File: src/rtl/if_stage_if.sv
// Instruction-memory request/response bus between the fetch stage and imem.
// Only one request is ever outstanding, so no request tag is carried.
interface if_stage_if;
  logic        imem_req;
  logic [31:0] imem_addr;
  logic        imem_ready;
  logic        imem_rvalid;
  logic [31:0] imem_rdata;

  modport master (
    output imem_req, imem_addr,
    input  imem_ready, imem_rvalid, imem_rdata
  );

  modport slave (
    input  imem_req, imem_addr,
    output imem_ready, imem_rvalid, imem_rdata
  );
endinterface

File: src/rtl/if_stage.sv
// RV32I instruction-fetch stage: owns the PC, issues one imem read at a time
// and registers the returned word for decode; redirects squash in-flight fetches.
module if_stage #(
  parameter logic [31:0] RESET_PC  = 32'h0000_0000,
  parameter logic [31:0] NOP_INSTR = 32'h0000_0013
) (
  input  logic               clk,
  input  logic               rst,
  if_stage_if.master         imem,
  input  logic               redirect,
  input  logic [31:0]        redirect_pc,
  output logic               if_valid,
  input  logic               if_ready,
  output logic [31:0]        if_instr,
  output logic [31:0]        if_pc,
  output logic [6:0]         if_opcode,
  output logic               fetch_misalign
);

  localparam int unsigned XLEN   = 32;
  localparam int unsigned OPC_W  = 7;
  localparam int unsigned ILEN_B = 4;

  typedef enum logic {
    S_FETCH = 1'b0,
    S_WAIT  = 1'b1
  } state_e;

  state_e            state_q, state_d;
  logic [XLEN-1:0]   pc_q, pc_d;
  logic              kill_q, kill_d;
  logic              valid_q, valid_d;
  logic [XLEN-1:0]   instr_q, instr_d;
  logic [XLEN-1:0]   ipc_q, ipc_d;
  logic              misalign_q, misalign_d;
  logic              req_c;
  logic [XLEN-1:0]   target_c;

  // Backpressure and redirects both hold off new requests
  assign req_c    = !rst && (state_q == S_FETCH) && !redirect && (!valid_q || if_ready);
  assign target_c = {redirect_pc[XLEN-1:2], 2'b00};

  assign imem.imem_req  = req_c;
  assign imem.imem_addr = pc_q;

  always_ff @(posedge clk) begin
    if (rst) begin
      state_q    <= S_FETCH;
      pc_q       <= RESET_PC;
      kill_q     <= 1'b0;
      valid_q    <= 1'b0;
      instr_q    <= NOP_INSTR;
      ipc_q      <= RESET_PC;
      misalign_q <= 1'b0;
    end else begin
      state_q    <= state_d;
      pc_q       <= pc_d;
      kill_q     <= kill_d;
      valid_q    <= valid_d;
      instr_q    <= instr_d;
      ipc_q      <= ipc_d;
      misalign_q <= misalign_d;
    end
  end

  always_comb begin
    state_d    = state_q;
    pc_d       = pc_q;
    kill_d     = kill_q;
    valid_d    = valid_q;
    instr_d    = instr_q;
    ipc_d      = ipc_q;
    misalign_d = redirect && (redirect_pc[1:0] != 2'b00);

    // Decode consumed the held instruction
    if (valid_q && if_ready) begin
      valid_d = 1'b0;
    end

    unique case (state_q)
      S_FETCH: begin
        if (redirect) begin
          pc_d = target_c;
        end else if (req_c && imem.imem_ready) begin
          state_d = S_WAIT;
        end
      end
      S_WAIT: begin
        if (redirect) begin
          pc_d = target_c;
          if (imem.imem_rvalid) begin
            state_d = S_FETCH;
            kill_d  = 1'b0;
          end else begin
            kill_d  = 1'b1;
          end
        end else if (imem.imem_rvalid) begin
          state_d = S_FETCH;
          if (kill_q) begin
            kill_d = 1'b0;
          end else begin
            valid_d = 1'b1;
            instr_d = imem.imem_rdata;
            ipc_d   = pc_q;
            pc_d    = pc_q + XLEN'(ILEN_B);
          end
        end
      end
      default: state_d = S_FETCH;
    endcase

    // Squash wins over delivery
    if (redirect) begin
      valid_d = 1'b0;
    end
    if (!valid_d) begin
      instr_d = NOP_INSTR;
    end
  end

  assign if_valid       = valid_q;
  assign if_instr       = instr_q;
  assign if_pc          = ipc_q;
  assign if_opcode      = instr_q[OPC_W-1:0];
  assign fetch_misalign = misalign_q;

endmodule

File: src/flat_wrapper.sv
// flat-port wrapper written by rule: the top's interface ports become plain ports
module if_stage_flat 
#(
  parameter logic [31:0] RESET_PC  = 32'h0000_0000,
  parameter logic [31:0] NOP_INSTR = 32'h0000_0013
)
  (clk, rst, redirect, redirect_pc, if_valid, if_ready, if_instr, if_pc, if_opcode, fetch_misalign, imem_imem_req, imem_imem_addr, imem_imem_ready, imem_imem_rvalid, imem_imem_rdata);
  if_stage_if imem_i ();
  input  logic clk;
  input  logic rst;
  input  logic redirect;
  input  logic [31:0] redirect_pc;
  output logic if_valid;
  input  logic if_ready;
  output logic [31:0] if_instr;
  output logic [31:0] if_pc;
  output logic [6:0] if_opcode;
  output logic fetch_misalign;
  output wire logic [$bits(imem_i.imem_req)-1:0] imem_imem_req;
  output wire logic [$bits(imem_i.imem_addr)-1:0] imem_imem_addr;
  input wire logic [$bits(imem_i.imem_ready)-1:0] imem_imem_ready;
  input wire logic [$bits(imem_i.imem_rvalid)-1:0] imem_imem_rvalid;
  input wire logic [$bits(imem_i.imem_rdata)-1:0] imem_imem_rdata;
  assign imem_imem_req = imem_i.imem_req;
  assign imem_imem_addr = imem_i.imem_addr;
  assign imem_i.imem_ready = imem_imem_ready;
  assign imem_i.imem_rvalid = imem_imem_rvalid;
  assign imem_i.imem_rdata = imem_imem_rdata;
  if_stage #(.RESET_PC(RESET_PC), .NOP_INSTR(NOP_INSTR)) u_core (.clk(clk), .rst(rst), .imem(imem_i), .redirect(redirect), .redirect_pc(redirect_pc), .if_valid(if_valid), .if_ready(if_ready), .if_instr(if_instr), .if_pc(if_pc), .if_opcode(if_opcode), .fetch_misalign(fetch_misalign));
endmodule
File: config.mk
export PLATFORM = sky130hd
export DESIGN_NAME = if_stage_flat
export DESIGN_NICKNAME = d
export VERILOG_FILES = /design/src/rtl/if_stage_if.sv /design/src/rtl/if_stage.sv /design/src/flat_wrapper.sv
export SDC_FILE = /design/constraint.sdc
export NUM_CORES = 1
export LEC_CHECK = 0
export CORE_UTILIZATION = 45
export CTS_BUF_LIST = sky130_fd_sc_hd__clkbuf_2 sky130_fd_sc_hd__clkbuf_4 sky130_fd_sc_hd__clkbuf_8
export DETAILED_ROUTE_END_ITERATION = 8
export PLACE_DENSITY = 0.82
export SLEW_MARGIN = 20
export SYNTH_ARGS = -nofsm -noshare
export SYNTH_HDL_FRONTEND = slang
export SYNTH_SLANG_ARGS = --single-unit
File: constraint.sdc
create_clock -name clk -period 2 [get_ports clk]
set_input_delay 0.4 -clock clk [delete_from_list [all_inputs] [get_ports clk]]
set_output_delay 0.4 -clock clk [all_outputs]
set_load 0.02 [all_outputs]
==> reports/summary.txt <==
CRITICAL PATH
-------------------------------------------------------------------------------------
Delay of the slowest cell on the worst path                                    610 ps
Largest fanout on the critical path                                                 5
Nature of the critical path startpoint                                           flop
Crit path max-delay cell type                                            sky130_fd_sc_hd__clkdlybuf4s50_1
Worst setup path startpoint                                              u_core.imem.imem_addr[26]$_SDFFE_PP0P_
Worst path arrival time                                                       1560 ps
Flop-to-flop setup slack                                                       150 ps
Critical Setup Path Class                                                  reg -> out
Critical path endpoint category                                           output port
Worst R2R Start                                                          u_core.imem.imem_addr[2]$_SDFFE_PP0P_
Cell chain of the critical path                                          buf_4, clkdlybuf4s50_1
Endpoint required time on the critical path                                   1600 ps

FLOW RUN
-------------------------------------------------------------------------------------
# Max-Cap Violations                                                                0

DETAILED ROUTING
-------------------------------------------------------------------------------------
DR WL/cell                                                               16.6 microns
Number of iterations in the first detailed-routing pass                             7
Detailed router's first-iteration violation count                                 330
Post-detailed-route DRC marker count                                                0
Total routed wirelength                                                       15.4 mm
Number of vias after detailed routing                                            5158
Average via count per standard cell                                              5.58
Final antenna-violating net count                                                   0

GLOBAL ROUTING
-------------------------------------------------------------------------------------
Overflow left after global routing                                                  0
Number of global-route vias before repair                                        4605
Overall fraction of global-route tracks in use                                  29.3%
Initial antenna violation count                                                     0
Maximum number of pins on one net before global-route repair                       47
First-pass GRT wire length                                                    23.2 mm

CLOCKING
-------------------------------------------------------------------------------------
Register clock-pin slew on the reported worst setup and hold paths              80 ps
Maximum root-to-sink buffer count                                                   2
TritonCTS Sinks                                                                    96
TritonCTS Buffers                                                                   9
Setup Fix Bufs, Post-CTS                                                            0
Clk root buf                                                             sky130_fd_sc_hd__clkbuf_8
Hold-fix buffer count after cts                                                     0
H-tree level count                                                                  3
CTS tree                                                                        built
Later-pin clock latency in the skew report                                     370 ps

CELLS AND AREA
-------------------------------------------------------------------------------------
Most frequent standard cell in the layout excluding fill and tap cells   sky130_fd_sc_hd__clkdlybuf4s50_1
Area Overhead vs Synth                                                          55.7%
Layout net count                                                                  859
Number of antenna cells inserted                                                    0
Filler instances                                                                  788
Most used cells in the layout excluding fill and tap cells               sky130_fd_sc_hd__clkdlybuf4s50_1, sky130_fd_sc_hd__nand2_1, sky130_fd_sc_hd__dfxtp_1
Share of post-route cells with drive strength above 1                           14.5%
Final cell area excluding filler cells                                   0.00702 sq mm

SYNTHESIS
-------------------------------------------------------------------------------------
Mapped cell area                                                         0.00451 sq mm
Syn avg cell area                                                          7.76 sq um
Count of flip-flops with a built-in enable after synthesis                          0
Sequential-to-total area share from yosys stat                                  42.6%
Library cells used by synthesis                                                    60
Number of flip-flops and latches in the synthesized netlist                        96
Commonest register cell after synthesis                                  sky130_fd_sc_hd__dfxtp_1
Async set-or-reset flop fraction in the synthesized netlist                        0%
Number of warning messages in the yosys log                                         0
Synthesized instance count                                                        581

TIMING
-------------------------------------------------------------------------------------
Final worst path period share                                                   98.1%
Hold violation count in the final report                                            0
Headroom to the max-slew limit                                                  65.4%
Worst hold margin                                                              455 ps
Unrepaired setup endpoints after global routing                                    no
Final critical-path setup slack                                               38.8 ps
Pins over their slew limit                                                          0
Maximum achievable frequency                                                0.510 GHz
Final total negative setup slack                                                 0 ps
Least-Margin Pin Slew                                                          519 ps
Time the final worst path needs with I/O delays and setup                     1960 ps
Endpoints failing setup                                                             0
Setup Skew                                                                    11.9 ps

HOLD PATH
-------------------------------------------------------------------------------------
Startpoint of the tightest hold check path                               u_core.if_pc[2]$_SDFFE_PP0P_
Path category of the worst min-delay check                                 reg -> reg

FLOORPLANNING
-------------------------------------------------------------------------------------
Starting utilization of the core area                                           46.4%
Die extent in x                                                           102 microns
CORE AREA                                                                0.00973 sq mm
IO Count                                                                          176
Die span in y                                                             102 microns
Site row count                                                                     36
Total die area                                                           0.0104 sq mm

PLACEMENT
-------------------------------------------------------------------------------------
Post-place instance area                                                 0.00682 sq mm
Global placer's final weighted congestion                                        1.01
Detailed Place HPWL                                                           11.7 mm
Placement Setup Slack                                                         -256 ps
Port Buffers                                                                      171

STATUS
-------------------------------------------------------------------------------------
Result of the run                                                           completed

POWER
-------------------------------------------------------------------------------------
Power per Cell Area                                                       562 mW/mm^2
Largest voltage drop on the vdd net                                        0.000389 V
Leak                                                                       0.00252 uW

## synthesized netlist by cell type (3+ instances only)
| cell type | number | area, sq um |
|---|---|---|
| sky130_fd_sc_hd__nand2_1 | 150 | 563 |
| sky130_fd_sc_hd__dfxtp_1 | 96 | 1920 |
| sky130_fd_sc_hd__a21oi_1 | 74 | 370 |
| sky130_fd_sc_hd__clkbuf_1 | 37 | 139 |
| sky130_fd_sc_hd__nand4_1 | 19 | 119 |
| sky130_fd_sc_hd__nor2_1 | 18 | 67.6 |
| sky130_fd_sc_hd__nand3_1 | 15 | 75.1 |
| sky130_fd_sc_hd__buf_4 | 11 | 82.6 |
| sky130_fd_sc_hd__o211ai_1 | 11 | 82.6 |
| sky130_fd_sc_hd__o21ai_0 | 11 | 55.1 |
| sky130_fd_sc_hd__a22oi_1 | 10 | 75.1 |
| sky130_fd_sc_hd__nor3_1 | 10 | 50.1 |
| sky130_fd_sc_hd__buf_2 | 9 | 45.0 |
| sky130_fd_sc_hd__a31oi_1 | 8 | 50.1 |
| sky130_fd_sc_hd__inv_1 | 8 | 30.0 |
| sky130_fd_sc_hd__and4_1 | 7 | 61.3 |
| sky130_fd_sc_hd__and2_1 | 6 | 37.5 |
| sky130_fd_sc_hd__nor4_1 | 6 | 37.5 |
| sky130_fd_sc_hd__or3_1 | 6 | 37.5 |
| sky130_fd_sc_hd__and3_1 | 4 | 25.0 |
| sky130_fd_sc_hd__nor2b_1 | 4 | 25.0 |
| sky130_fd_sc_hd__o311ai_0 | 4 | 35.0 |
| sky130_fd_sc_hd__or4_1 | 4 | 30.0 |
| sky130_fd_sc_hd__a211oi_1 | 3 | 22.5 |
| sky130_fd_sc_hd__a311oi_1 | 3 | 26.3 |
| sky130_fd_sc_hd__nand3b_1 | 3 | 22.5 |
## metrics by stage
step,power [uW],utilization [%],std cells
2_1_floorplan,2320,-,584
3_3_place_gp,2710,70.1,910
3_5_place_dp,2710,70.1,910
4_1_cts,3970,72.0,924
5_1_grt,4100,72.2,924
6_report,3950,72.2,924
## what timing repair did
action                                 4_1_cts  5_1_grt
gates cloned                                 0        0
endpoints found under the hold margin        0        0
resized for setup                            3        9
setup endpoints to repair                    3        9
## flip-flops by register name, indices dropped and copies added (netlist names)
| name | cells |
|---|---|
| u_core.imem.imem_addr | 30 |
| u_core.kill_q | 1 |
| u_core.if_instr | 32 |
| u_core.if_pc | 30 |
| u_core.state_q | 1 |
| u_core.if_valid | 1 |
| u_core.fetch_misalign | 1 |
## final timing paths
path                                                               end  cells after the start
worst min register to register            u_core.if_pc[2]$_SDFFE_PP0P_                      2
worst max-delay path                                imem_imem_addr[26]                      2
worst min-delay path                      u_core.if_pc[2]$_SDFFE_PP0P_                      2
worst max register to register  u_core.imem.imem_addr[18]$_SDFFE_PP0P_                      5
## report_power, final
group	total [uW]	internal [uW]	switching, uW
registers	2010	1960	55.0
logic	667	348	318
clock network	1270	613	655
total	3950	2920	1030
## layout make-up
class	instances	area [sq um]	share of cell area, %
tap	133	166	2.37
multi-input combinational	422	2320	33.0
inverter	8	30.0	0.428
clock buffer	11	145	2.07
sequential	96	1930	27.5
timing repair buffer	251	2390	34.1
clock inverter	3	43.8	0.624
## cells by family after synthesis
kind of cell	after synthesis	synth area share, %
AO/OA/AOI/OAI	148	20.7
XOR/XNOR	2	0.388
adder cells (fa/ha/maj)	1	0.277
buffers and inverters	66	6.68
flip-flops	96	42.6
multiplexers	1	0.222
other	1	0.0831
AND/OR/NAND/NOR	266	29.0
## worst max-delay path, delay by kind of cell, from the launching register on
family / cells / cell delay (ps)
buffers and inverters: 2 / 780
flip-flops: 1 / 420
## per-layer routing
metal | vias up | track usage [%] | wire [microns] | share of wire, %
met2 | 254 | 48.4 | 7210 | 47
met4 | 0 | 12.2 | 409 | 2.7
met3 | 30 | 7.11 | 1390 | 9.0
met5 | - | 0 | 0 | 0
li1 | 2464 | - | - | -
met1 | 2410 | 36.4 | 6350 | 41
Note: power is estimated with default switching activity, not from simulation.
